**config.mk**
```make
export PLATFORM = sky130hd
export DESIGN_NAME = execution_controller
export DESIGN_NICKNAME = d
export VERILOG_FILES = /design/src/rtl/tau_exec_pkg.sv /design/src/rtl/exec_uop_watchdog.sv /design/src/rtl/execution_controller.sv
export SDC_FILE = /design/constraint.sdc
export NUM_CORES = 1
export LEC_CHECK = 0
export CORE_UTILIZATION = 28
export DETAILED_ROUTE_END_ITERATION = 8
export GPL_TIMING_DRIVEN = 1
export SYNTH_ARGS = -nofsm -noshare
export SYNTH_HDL_FRONTEND = slang
export SYNTH_SLANG_ARGS = --single-unit
```
**constraint.sdc**
```tcl
create_clock -name clock -period 3.7 [get_ports clock]
set_input_delay 0.74 -clock clock [delete_from_list [all_inputs] [get_ports clock]]
set_output_delay 0.74 -clock clock [all_outputs]
set_load 0.02 [all_outputs]
```
**src/rtl/tau_exec_pkg.sv**
```systemverilog
// Shared types and constants for the execution controller and its watchdog.
package tau_exec_pkg;

    typedef enum logic [2:0] {
        BOOT,
        LOAD,
        DECODE,
        EXEC,
        ADVANCE,
        PAUSE,
        HALTED,
        FAULT
    } state_t;

    localparam int HALT_IMMEDIATE = 0;
    localparam int HALT_BOUNDARY  = 1;

    typedef struct packed {
        logic load_n;
        logic seq_enable;
        logic rom_read;
        logic pc_enable;
    } ctrl_t;

    localparam ctrl_t CTRL_IDLE = '{
        load_n:     1'b1,
        seq_enable: 1'b0,
        rom_read:   1'b0,
        pc_enable:  1'b0
    };

    // Control lines are fully determined by the state being entered.
    function automatic ctrl_t ctrl_for(state_t s);
        ctrl_t c;
        c = CTRL_IDLE;
        case (s)
            DECODE: begin
                c.load_n   = 1'b0;
                c.rom_read = 1'b1;
            end
            EXEC: begin
                c.seq_enable = 1'b1;
                c.rom_read   = 1'b1;
            end
            ADVANCE: c.pc_enable = 1'b1;
            default: c = CTRL_IDLE;
        endcase
        return c;
    endfunction

endpackage

```
**src/rtl/exec_uop_watchdog.sv**
```systemverilog
// Counts EXEC cycles of the current instruction and flags when MAX_UOPS is reached.
module exec_uop_watchdog #(
    parameter int unsigned MAX_UOPS = 16
) (
    input  logic clock,
    input  logic reset,
    input  logic load,
    input  logic increment,
    input  logic clear,
    output logic limit_hit
);

    localparam int unsigned CNT_W = $clog2(MAX_UOPS + 1);
    localparam logic [CNT_W-1:0] CNT_MAX = CNT_W'(MAX_UOPS);

    logic [CNT_W-1:0] uop_cnt;

    // NOTE: sequential state is assigned with <= so every register samples pre-edge values.
    always_ff @(negedge clock) begin
        if (reset || clear) begin
            uop_cnt <= '0;
        end else if (load) begin
            uop_cnt <= CNT_W'(1);
        end else if (increment && uop_cnt != CNT_MAX) begin
            uop_cnt <= uop_cnt + CNT_W'(1);
        end
    end

    assign limit_hit = (uop_cnt == CNT_MAX);

endmodule

```
**src/rtl/execution_controller.sv**
```systemverilog
// Sequences each instruction through opcode load, microcode execution and PC advance,
// with halt/resume, single-step, a micro-op watchdog and a retired-instruction counter.
module execution_controller
    import tau_exec_pkg::*;
#(
    parameter int unsigned BOOT_CYCLES = 1,
    parameter int unsigned MAX_UOPS    = 16,
    parameter int          HALT_MODE   = HALT_IMMEDIATE,
    parameter int unsigned COUNT_W     = 16
) (
    input  logic               clock,
    input  logic               reset,
    input  logic               enable,
    input  logic               instruction_finish_control_line,
    input  logic               halt,
    input  logic               resume,
    input  logic               step_mode,
    input  logic               step,
    output logic               microcode_sequencer_load_n,
    output logic               microcode_sequencer_enable,
    output logic               microcode_rom_read_enable,
    output logic               program_counter_enable,
    output logic               halted,
    output logic               fault,
    output logic [COUNT_W-1:0] retired_count
);

    localparam int unsigned BOOT_W = $clog2(BOOT_CYCLES + 1);
    localparam logic [BOOT_W-1:0] BOOT_LAST = BOOT_W'(BOOT_CYCLES - 1);

    state_t            state;
    state_t            state_next;
    ctrl_t             ctrl;
    ctrl_t             ctrl_next;
    logic [BOOT_W-1:0] boot_cnt;
    logic              halt_pending;
    logic              halt_req;
    logic              abort;
    logic              entering_halt;
    logic              limit_hit;
    logic              wd_load;
    logic              wd_increment;
    logic              wd_clear;

    // A raw halt request also counts in boundary mode, so a halt seen in ADVANCE is not missed.
    assign halt_req      = halt || halt_pending;
    assign abort         = (HALT_MODE == HALT_IMMEDIATE) && halt;
    assign entering_halt = (state_next == HALTED) && (state != HALTED);

    always_ff @(negedge clock) begin
        if (reset) begin
            state <= BOOT;
            ctrl  <= CTRL_IDLE;
        end else begin
            state <= state_next;
            ctrl  <= ctrl_next;
        end
    end

    always_comb begin
        // NOTE: defaulting to the current state first keeps every path assigned, so no latch.
        state_next = state;
        case (state)
            BOOT: begin
                if (halt_req) begin
                    state_next = HALTED;
                end else if (enable && boot_cnt == BOOT_LAST) begin
                    state_next = LOAD;
                end
            end
            LOAD: begin
                if (abort) begin
                    state_next = HALTED;
                end else if (enable) begin
                    state_next = DECODE;
                end
            end
            DECODE: begin
                if (abort) begin
                    state_next = HALTED;
                end else if (enable) begin
                    state_next = instruction_finish_control_line ? ADVANCE : EXEC;
                end
            end
            EXEC: begin
                if (abort) begin
                    state_next = HALTED;
                end else if (enable) begin
                    if (instruction_finish_control_line) begin
                        state_next = ADVANCE;
                    end else if (limit_hit) begin
                        state_next = FAULT;
                    end
                end
            end
            ADVANCE: begin
                if (enable) begin
                    if (halt_req) begin
                        state_next = HALTED;
                    end else if (step_mode) begin
                        state_next = PAUSE;
                    end else begin
                        state_next = LOAD;
                    end
                end
            end
            PAUSE: begin
                if (halt_req) begin
                    state_next = HALTED;
                end else if (enable && step) begin
                    state_next = LOAD;
                end
            end
            HALTED: begin
                if (resume && !halt) begin
                    state_next = LOAD;
                end
            end
            FAULT:   state_next = FAULT;
            default: state_next = BOOT;
        endcase
    end

    // Outputs are registered copies of the controls belonging to the next state.
    always_comb begin
        ctrl_next = ctrl_for(state_next);
    end

    always_ff @(negedge clock) begin
        if (reset) begin
            boot_cnt      <= '0;
            halt_pending  <= 1'b0;
            retired_count <= '0;
        end else begin
            if (enable && state == BOOT && state_next == BOOT) begin
                boot_cnt <= boot_cnt + BOOT_W'(1);
            end
            if (entering_halt) begin
                halt_pending <= 1'b0;
            end else if (HALT_MODE == HALT_BOUNDARY && halt &&
                         state != HALTED && state != FAULT) begin
                halt_pending <= 1'b1;
            end
            if (enable && state == ADVANCE) begin
                retired_count <= retired_count + COUNT_W'(1);
            end
        end
    end

    assign wd_load      = (state != EXEC) && (state_next == EXEC);
    assign wd_increment = enable && (state == EXEC) && (state_next == EXEC);
    assign wd_clear     = (state_next != EXEC);

    exec_uop_watchdog #(
        .MAX_UOPS (MAX_UOPS)
    ) u_watchdog (
        .clock     (clock),
        .reset     (reset),
        .load      (wd_load),
        .increment (wd_increment),
        .clear     (wd_clear),
        .limit_hit (limit_hit)
    );

    assign microcode_sequencer_load_n = ctrl.load_n;
    assign microcode_sequencer_enable = ctrl.seq_enable;
    assign microcode_rom_read_enable  = ctrl.rom_read;
    assign program_counter_enable     = ctrl.pc_enable;
    assign halted                     = (state == HALTED);
    assign fault                      = (state == FAULT);

endmodule

```
; ---- Word-level counts from Yosys, hierarchy flattened
; Cells that the tools add are included.
[totals]
romBits = 0
latchBits = 0
in_bits = 8
output_inout_bits = 22
regBits = 29
n_memories = 0
ramBits = 0
elab_cells = 68
[classes]
n_reduce_logical = 17
n_shift = 0
n_mux = 24
add_sub_neg = 3
n_bitwise = 1
n_eq_ne = 14
div_mod_pow = 0
mul = 0
n_lt_le_gt_ge = 0
[ops]
columns = cell, n
row1 = $mux 3, 17
row2 = $pmux 3 s8, 1
row3 = $add 16x1->16 const B, 1
row4 = $eq 3x3->1 const B, 5
row5 = $eq 3x2->1 const B, 4
row6 = $logic_and 1x1->1, 10
row7 = $logic_not 3->1, 2
row8 = $mux 1, 6
row9 = $ne 3x2->1 const B, 2
row10 = $add 5x1->5 const B, 1
row11 = $eq 5x5->1 const B, 1
row12 = $ne 5x5->1 const B, 1
row13 = $reduce_or 2->1, 2
row14 = $eq 3x1->1 const B, 1
row15 = $reduce_bool 2->1, 1
row16 = $add 1x1->1 const B, 1
row17 = $logic_not 1->1, 1
row18 = $logic_or 1x1->1, 1
row19 = $not 1->1, 1

; ---- Depth between registers and ports, before layout
; Gate-level depths: netlist of the first run.
[logic_depth]
depth_word = 11
ltp_mapped = 8
mapped_depth_nobuf = 7

; ---- Hierarchy
; Synthesis of the first run repeated with hierarchy kept, for this count alone.
[hier_totals]
hier_cells = 177
area_unflattened_um2 = 1537.7
[modules_own_cells]
columns = mod, cells_each, n_inst, area_each_um2
row1 = execution_controller, 147, 1, 1276.2
row2 = exec_uop_watchdog, 30, 1, 261.5

==> flow_summary.json, run 1 <==
{
  "cts-root-buf": "clkbuf_8",
  "worstSetupEndpointType": "flip-flop",
  "hp-start": "boot_cnt",
  "drv_slew": 0,
  "antenna_found_initial": 0,
  "tns_ns": 0,
  "htreeDepth": 2,
  "cts_tree": "built",
  "worstSkewPairLatency_ns": 0.36,
  "path_cells": "buf_6 > nor2_2 > o211ai_1 > a311o_1 > or4b_4 > nand2b_4",
  "vias": 1425,
  "synthCells": 165,
  "leakage_nw": 1.080,
  "async_flop_share_pct": 0,
  "placed_area_mm2": 0.001981,
  "setup_violations": 0,
  "place_hpwl_mm": 2.367,
  "ys_types": 37,
  "syn_avg_cell_area_um2": 8.607,
  "yosys_warnings": 0,
  "final_util_pct": 46.01,
  "cts_num_sinks": 29,
  "yosysSeqAreaShare_pct": 40.88,
  "wl_per_cell_um": 10.53,
  "route.detailed.drc": 0,
  "synth_edf_count": 0,
  "nNetsFinal": 264,
  "cp-start-kind": "input pin",
  "core_mm2": 0.004786,
  "gp_congestion": 0.8782,
  "powerDensity_mw_per_mm2": 414.1,
  "diodes": 0,
  "area_growth_pct": 55.07,
  "hold_path.class": "flip-flop to flip-flop",
  "syn-num-nets": 176,
  "cp.buffers_inverters": 1,
  "grt-ovfl-total": 0,
  "regToRegSetupSlack_ns": 1.72,
  "rr_startpoint": "u_watchdog.uop_cnt[0]",
  "vdd_drop_max_mv": 0.3222,
  "worst-r2r-cell-count": 7,
  "wl_mm": 3.380,
  "drt-initial-drc-count": 66,
  "seq_area_um2": 580.6,
  "worst_slew_pin_slew_ns": 0.3028,
  "grt_max_degree": 18,
  "path_clk_slew_ns": 0.04,
  "io_pins": 30,
  "grt_pass1_wl_mm": 5.699,
  "rows": 25,
  "place_worst_setup_slack_ns": -0.7743,
  "final_layout_size_suffix_gt1_share_pct": 22.44,
  "vias_per_cell": 4.439,
  "firstDrtPassIters": 4,
  "skew_ns": 0.01845,
  "grt_usage_pct": 14.12,
  "grt_pass1_vias": 1403,
  "worstPathRequired_ns": 2.09,
  "start_util_pct": 29.67,
  "layout_setup_ws_ns": 0.009719,
  "crit_family": "simple AND/OR/NAND/NOR gates",
  "dieHeight_um": 73.22,
  "rsz0062_at_grt": "false",
  "hold_viol": 0,
  "final_common_cell": "inv_1",
  "crit_arrival_ns": 2.08,
  "worstSetupPathType": "input pin to flip-flop",
  "status": "complete, no violations",
  "fp.dieW_um": 73.22,
  "multiInputGateArea_um2": 788.3,
  "stdcell_area_mm2": 0.002202,
  "worst-path-max-fanout": 4,
  "cpPeakStageDelay_ns": 0.53,
  "mostFrequentLayoutCells": "inv_1, buf_4, nor2_1, dfxtp_1, dlygate4sd2_1",
  "dieArea_mm2": 0.005360,
  "crit_slowest_cell": "or4b_4",
  "hold_end": "boot_cnt",
  "synth_top_flop_cell": "dfxtp_1",
  "portBuffers": 29,
  "drv_cap": 0,
  "ys_ff_latch": 29,
  "fill_cells": 480,
  "hold_depth": 2,
  "slew_headroom_pct": 79.74,
  "synthesis.area_mm2": 0.001420,
  "postRouteAntennaNets": 0,
  "cts_buffers": 5,
  "power.total_mw": 0.9119,
  "reg2reg_to": "microcode_sequencer_load_n",
  "clock_path_buffers": 2
}
sequential cells by signal, summed over array words and instances (netlist names):
register / cells
state: 3
boot_cnt: 1
microcode_sequencer_load_n: 1
retired_count: 16
microcode_rom_read_enable: 1
microcode_sequencer_enable: 1
program_counter_enable: 1
u_watchdog.uop_cnt: 5
final cells by class:
cell class | instances | area share [%]
clock buffer | 5 | 3.125
sequential | 29 | 26.36
inverter | 9 | 1.648
timing repair buffer | 61 | 22.50
clock inverter | 32 | 6.761
multi-input combinational | 118 | 35.80
tap | 67 | 3.807
power by group:
group | leakage, nW | internal, mW | switching, mW
clock | 0.205 | 0.238 | 0.208
combinational | 0.640 | 0.0681 | 0.0678
sequential | 0.235 | 0.325 | 0.00397
logic make-up after synthesis:
group / Yosys count / synth area share (%)
compound gates: 17 / 8.371
xor+xnor: 19 / 11.72
fa+ha+maj: 3 / 2.643
buf+inv: 18 / 5.902
flops: 29 / 40.88
mux: 2 / 1.410
simple gates: 77 / 29.07
how the worst max path moves through the flow:
| stage | startpoint | to | slack [ns] | cells after the start |
|---|---|---|---|---|
| after floorplan | step | microcode_sequencer_load_n | -0.13 | 5 |
| final | step_mode | microcode_sequencer_load_n | 0.01 | 6 |
| after global placement | enable | microcode_sequencer_load_n | -0.73 | 6 |
| after detailed placement | enable | microcode_sequencer_load_n | -0.77 | 5 |
| after CTS | step_mode | u_watchdog.uop_cnt[0] | -0.07 | 6 |
| after global routing | retired_count[9] | retired_count[9] | 0.0004 | 1 |
routing by layer:
metal	vias to the layer above	track usage, %	share of wire, %
met5	-	0	0
met4	0	9.804	2.0
met3	6	6.077	4.4
met2	27	21.60	46
met1	662	15.75	47
li1	730	-	-
per-stage QoR:
step | cells | hold WS (ns)
2_1_floorplan | 165 | 0.4149
3_3_place_gp | 283 | 0.4325
3_5_place_dp | 283 | 0.4311
4_1_cts | 321 | 0.4376
5_1_grt | 321 | 0.4674
6_report | 321 | 0.4358
cell usage after synthesis (4+ instances only):
cell type  instances  area (um^2)
inv_1             10        37.54
nand4_1            8        50.05
nor2_1            30        112.6
clkbuf_1           4        15.01
xnor2_1            4        35.03
xor2_1            15        131.4
a21oi_1            4        20.02
o21ai_0            4        20.02
nand3_1            9        45.04
nand2_1            9        33.78
dfxtp_1           29        580.6
repair_timing:
item                                    CTS  global route
endpoints found under the setup margin   50             4
pin swaps                                 7             5
gates resized for setup                  49            11
setup buffers                             2             0
hold buffers                              0             0
worst min-delay path, delay by kind of cell, from the launching register on:
kind,cells,cell delay [ns]
AO/OA/AOI/OAI,1,0.04
buffers and inverters,1,0.05
flip-flops,1,0.30
(Power assumes the default switching activity.)
==> run 2, diff against run 1 <==
--- a/config.mk
+++ b/config.mk
@@ -8,6 +8,7 @@
 export CORE_UTILIZATION = 28
 export DETAILED_ROUTE_END_ITERATION = 8
 export GPL_TIMING_DRIVEN = 1
+export PLACE_DENSITY = 0.54
 export SYNTH_ARGS = -nofsm -noshare
 export SYNTH_HDL_FRONTEND = slang
 export SYNTH_SLANG_ARGS = --single-unit
==> run 2 against run 1 <==
Via count decreased by 1.1%; setup slack improved by 0.026 ns; die area unchanged; sequential share of layout area rose by 0.18 points; first-iteration DRC count down 12%; register-to-register slack hardly changed; power down 9.2%; core utilization is 0.31 points lower; final cell count is 1.9% higher; routed wire length fell by 2.0%; flip-flop and latch count is the same; critical path type unchanged; largest power group unchanged.
==> flow_summary.json, run 2 (synthesized netlist as in run 1, its figures left out) <==
{
  "drt-initial-drc-count": 58,
  "cts_hold_buf": 0,
  "grt_max_degree": 14,
  "rsz0062_at_grt": "false",
  "core_mm2": 0.004786,
  "cpPeakStageDelay_ns": 0.52,
  "reg.largest.list": "retired_count: 16 flops, u_watchdog.uop_cnt: 5 flops, state: 3 flops",
  "hold_path.class": "flip-flop to flip-flop",
  "area_growth_pct": 54.01,
  "final_common_cell": "inv_1",
  "antenna_found_initial": 0,
  "cts-root-buf": "clkbuf_8",
  "start_util_pct": 29.67,
  "vdd_drop_max_mv": 0.2332,
  "dieArea_mm2": 0.005360,
  "portBuffers": 29,
  "skew_ns": 0.01502,
  "slew_headroom_pct": 78.06,
  "crit_arrival_ns": 2.03,
  "drv_slew": 0,
  "vias_per_cell": 4.309,
  "dieHeight_um": 73.22,
  "largest-register": "retired_count",
  "postRouteAntennaNets": 0,
  "path_cells": "buf_4 > nand2b_4 > nor3_2 > a311o_1 > or4b_4 > nand2b_4",
  "firstDrtPassIters": 4,
  "diodes": 0,
  "worst-path-max-fanout": 7,
  "clock_path_buffers": 2,
  "critPathMostFrequentCell": "nand2b_4",
  "leakage_nw": 1.104,
  "cp.buffers_inverters": 1,
  "nNetsFinal": 270,
  "crit_slowest_cell": "or4b_4",
  "drv_cap": 0,
  "grt_pass1_wl_mm": 5.561,
  "powerDensity_mw_per_mm2": 378.8,
  "rows": 25,
  "io_pins": 30,
  "worst_slew_pin_slew_ns": 0.3279,
  "power.total_mw": 0.8285,
  "cts_num_sinks": 29,
  "grt-ovfl-total": 0,
  "setup_violations": 0,
  "status": "complete, no violations",
  "mostFrequentLayoutCells": "inv_1, buf_4, nor2_1, dfxtp_1, dlygate4sd2_1",
  "grt_usage_pct": 13.47,
  "largest_reg_flops": 16,
  "gp_congestion": 0.8658,
  "place_hpwl_mm": 2.325,
  "worstSetupEndpointType": "flip-flop",
  "wl_mm": 3.311,
  "final_util_pct": 45.70,
  "hold_viol": 0,
  "wl_per_cell_um": 10.13,
  "worstSetupPathType": "input pin to flip-flop",
  "vias": 1409,
  "cts_buffers": 5,
  "worstSkewPairLatency_ns": 0.34,
  "worstPathRequired_ns": 2.07,
  "grt_pass1_vias": 1332,
  "cp-start-kind": "input pin",
  "fp.dieW_um": 73.22,
  "crit_family": "simple AND/OR/NAND/NOR gates",
  "cts_tree": "built",
  "htreeDepth": 2,
  "final_layout_size_suffix_gt1_share_pct": 23.46,
  "route.detailed.drc": 0,
  "holdWs_ns": 0.4339,
  "tns_ns": 0,
  "path_clk_slew_ns": 0.03
}
## run 2: worst reg2reg max path, cell delays in order, from the launching register on
cell	delay (ns)
dfxtp_1	0.39
inv_1	0.06
ha_1	0.21
nand4bb_4	0.12
nor3_2	0.06
a311o_1	0.34
or4b_4	0.52
nand2b_4	0.16
## run 2: stage by stage
step | std cells | instance area, um^2 | setup slack, ns
after floorplan | 165 | 1430 | -0.1333
after global placement | 287 | 2011 | -0.7425
after detailed placement | 287 | 2011 | -0.7748
after CTS | 325 | 2177 | -0.05680
after global routing | 327 | 2187 | 0.004512
final | 327 | 2187 | 0.03596
## run 2: path summary, 6_finish.rpt
check | end | cells past startpoint | slack (ns) | start
hold reg to reg | boot_cnt | 2 | 0.43 | boot_cnt
setup reg to reg | microcode_sequencer_load_n | 7 | 1.71 | u_watchdog.uop_cnt[1]
setup / recovery | microcode_sequencer_load_n | 6 | 0.04 | enable
hold / removal | boot_cnt | 2 | 0.43 | boot_cnt
## run 2: what timing repair did
item,4_1_cts,5_1_grt
cloned,0,0
pin swaps,7,4
endpoints found under the setup margin,47,4
endpoints found under the hold margin,0,0
gates resized for setup,49,7
buffers inserted,2,2
## run 2: per-layer routing
metal  routed length (um)  global-route usage (%)  vias to the layer above
li1                     -                       -                      746
met1                 1761                   17.23                      642
met2                 1401                   18.21                       17
met3                  123                   6.768                        4
met4                   25                   7.190                        0
met5                    0                       0                        -
## run 2: layout make-up
| cell class | instances | area [um^2] |
|---|---|---|
| Sequential cell | 29 | 580.6 |
| Multi-Input combinational cell | 118 | 779.5 |
| Inverter | 9 | 33.78 |
| Timing Repair Buffer | 67 | 520.5 |
| Clock buffer | 5 | 68.82 |
| Fill cell | 487 | 2599 |
| Tap cell | 67 | 83.83 |
| Clock inverter | 32 | 120.1 |
## run 2: where the power goes
part	internal (mW)	switching (mW)	leakage, nW	total [mW]
logic	0.0709	0.0682	0.663	0.139
clock network	0.167	0.193	0.206	0.360
registers	0.326	0.00419	0.235	0.330
==> run 3, diff against run 2 <==
--- a/config.mk
+++ b/config.mk
@@ -5,10 +5,13 @@
 export SDC_FILE = /design/constraint.sdc
 export NUM_CORES = 1
 export LEC_CHECK = 0
+export CORE_MARGIN = 2
 export CORE_UTILIZATION = 28
+export CTS_CLUSTER_DIAMETER = 60
 export DETAILED_ROUTE_END_ITERATION = 8
 export GPL_TIMING_DRIVEN = 1
 export PLACE_DENSITY = 0.54
+export SKIP_CTS_REPAIR_TIMING = 1
 export SYNTH_ARGS = -nofsm -noshare
 export SYNTH_HDL_FRONTEND = slang
 export SYNTH_SLANG_ARGS = --single-unit
==> run 3 against run 2 <==
The flow now finishes with violations (setup timing); final cell count fell by 2.4%; combinational power barely moved; die area rose by 5.5%; first-iteration DRC count fell by 31%; non-clock buffer count fell by 7; critical path type unchanged; largest cell class unchanged.
==> flow_summary.json, run 3 (synthesized netlist as in run 1, its figures left out) <==
{
  "status": "finished with violations",
  "failed_checks": "setup timing",
  "area_growth_pct": 57.00,
  "largest-register": "retired_count",
  "met2WireLength_mm": 1.638,
  "reg2reg_to": "u_watchdog.uop_cnt[0]",
  "nNetsFinal": 263,
  "grt_pass1_vias": 1337,
  "cts_tree": "built",
  "wl_mm": 3.398,
  "cts-root-buf": "clkbuf_8",
  "rows": 25,
  "grt-ovfl-total": 0,
  "fp.dieW_um": 75.22,
  "hold_depth": 2,
  "regToRegSetupSlack_ns": 1.61,
  "drv_slew": 0,
  "drt-initial-drc-count": 40,
  "reg.largest.list": "retired_count: 16 flops, u_watchdog.uop_cnt: 5 flops, state: 3 flops",
  "final_util_pct": 46.29,
  "diodes": 0,
  "powerDensity_mw_per_mm2": 368.2,
  "worst-r2r-cell-count": 7,
  "hold_path.class": "flip-flop to flip-flop",
  "core_mm2": 0.004817,
  "grt_pass1_wl_mm": 5.637,
  "layout_setup_ws_ns": -0.08282,
  "holdWs_ns": 0.4413,
  "met1Wirelength_mm": 1.638,
  "firstDrtPassIters": 4,
  "final_common_cell": "inv_1",
  "rsz0062_at_grt": "true",
  "crit_slowest_cell": "or4b_4",
  "worst_slew_pin_slew_ns": 0.3091,
  "gp_congestion": 0.7872,
  "cpPeakStageDelay_ns": 0.58,
  "worstSetupPathType": "input pin to flip-flop",
  "route.detailed.drc": 0,
  "vias_per_cell": 4.345,
  "drv_cap": 0,
  "hold_end": "boot_cnt",
  "power.total_mw": 0.8211,
  "dp_cells": 282,
  "dieArea_mm2": 0.005657,
  "htreeDepth": 2,
  "crit_cells": 6,
  "crit_arrival_ns": 2.19,
  "crit_family": "compound AO/OA/AOI/OAI gates",
  "wl_per_cell_um": 10.65,
  "worst-path-max-fanout": 4,
  "postRouteAntennaNets": 0,
  "grt_usage_pct": 12.96,
  "worstPathRequired_ns": 2.10,
  "stdcell_area_mm2": 0.002230,
  "slew_headroom_pct": 79.32,
  "hold_viol": 0,
  "mostFrequentLayoutCells": "inv_1, buf_4, dfxtp_1",
  "final_layout_size_suffix_gt1_share_pct": 22.22,
  "stdcell_count": 319,
  "cts_buffers": 5,
  "start_util_pct": 29.48,
  "worstSetupEndpointType": "flip-flop",
  "io_pins": 30,
  "skew_ns": 0.01078,
  "placed_area_mm2": 0.001973,
  "grt_max_degree": 22,
  "vdd_drop_max_mv": 0.1972,
  "place_hpwl_mm": 2.353,
  "cp-start-kind": "input pin",
  "clock_path_buffers": 2,
  "rr_startpoint": "u_watchdog.uop_cnt[0]",
  "setup_violations": 2,
  "top_layer": "met3",
  "path_clk_slew_ns": 0.04,
  "cts_num_sinks": 29,
  "vias": 1386,
  "portBuffers": 29,
  "largest_reg_flops": 16,
  "worstSkewPairLatency_ns": 0.34,
  "dieHeight_um": 75.22,
  "cp.buffers_inverters": 1,
  "met3_length_um": 121,
  "path_cells": "buf_6 > nor2_2 > o211ai_1 > a311o_1 > or4b_4 > a211oi_2",
  "hp-start": "boot_cnt",
  "antenna_found_initial": 0,
  "leakage_nw": 1.343
}
-- run 3: how the worst max path moves through the flow --
stage / start / end / slack, ns
after floorplan: step / microcode_sequencer_load_n / -0.13
after global placement: enable / microcode_sequencer_load_n / -0.77
after detailed placement: enable / microcode_sequencer_load_n / -0.84
after CTS: enable / microcode_sequencer_load_n / -0.50
after global routing: step_mode / u_watchdog.uop_cnt[0] / -0.14
final: step_mode / u_watchdog.uop_cnt[0] / -0.08
-- run 3: cell type report --
cell class              instances  area (um^2)
flip-flops and latches         29        580.6
fillers                       511         2587
inverters                       9        33.78
clock inverters                31        117.6
multi-input cells             118        783.3
well taps                      67        83.83
clock buffers                   5        68.82
repair buffers                 60        561.8
-- run 3: per-stage QoR --
step	setup slack (ns)	setup TNS, ns
floorplan	-0.1333	-0.1980
global placement	-0.7717	-15.15
detailed placement	-0.8390	-15.42
CTS	-0.4999	-9.952
global route	-0.1365	-0.2311
finish	-0.08282	-0.1431
-- run 3: where the power goes --
group / switching (mW) / internal, mW
registers: 0.00515 / 0.326
logic: 0.0671 / 0.0693
clock network: 0.188 / 0.166
total: 0.260 / 0.561
-- run 3: worst min-delay path: stages, from the launching register on --
cell and delay [ns]:
dfxtp_1 0.31, inv_1 0.05, a311oi_1 0.04
-- run 3: routing by layer --
layer  up-vias  global-route usage [%]
met4         0                   6.823
met5         -                       0
met3         0                   5.756
met1       631                   16.39
met2        24                   18.52
li1        731                       -
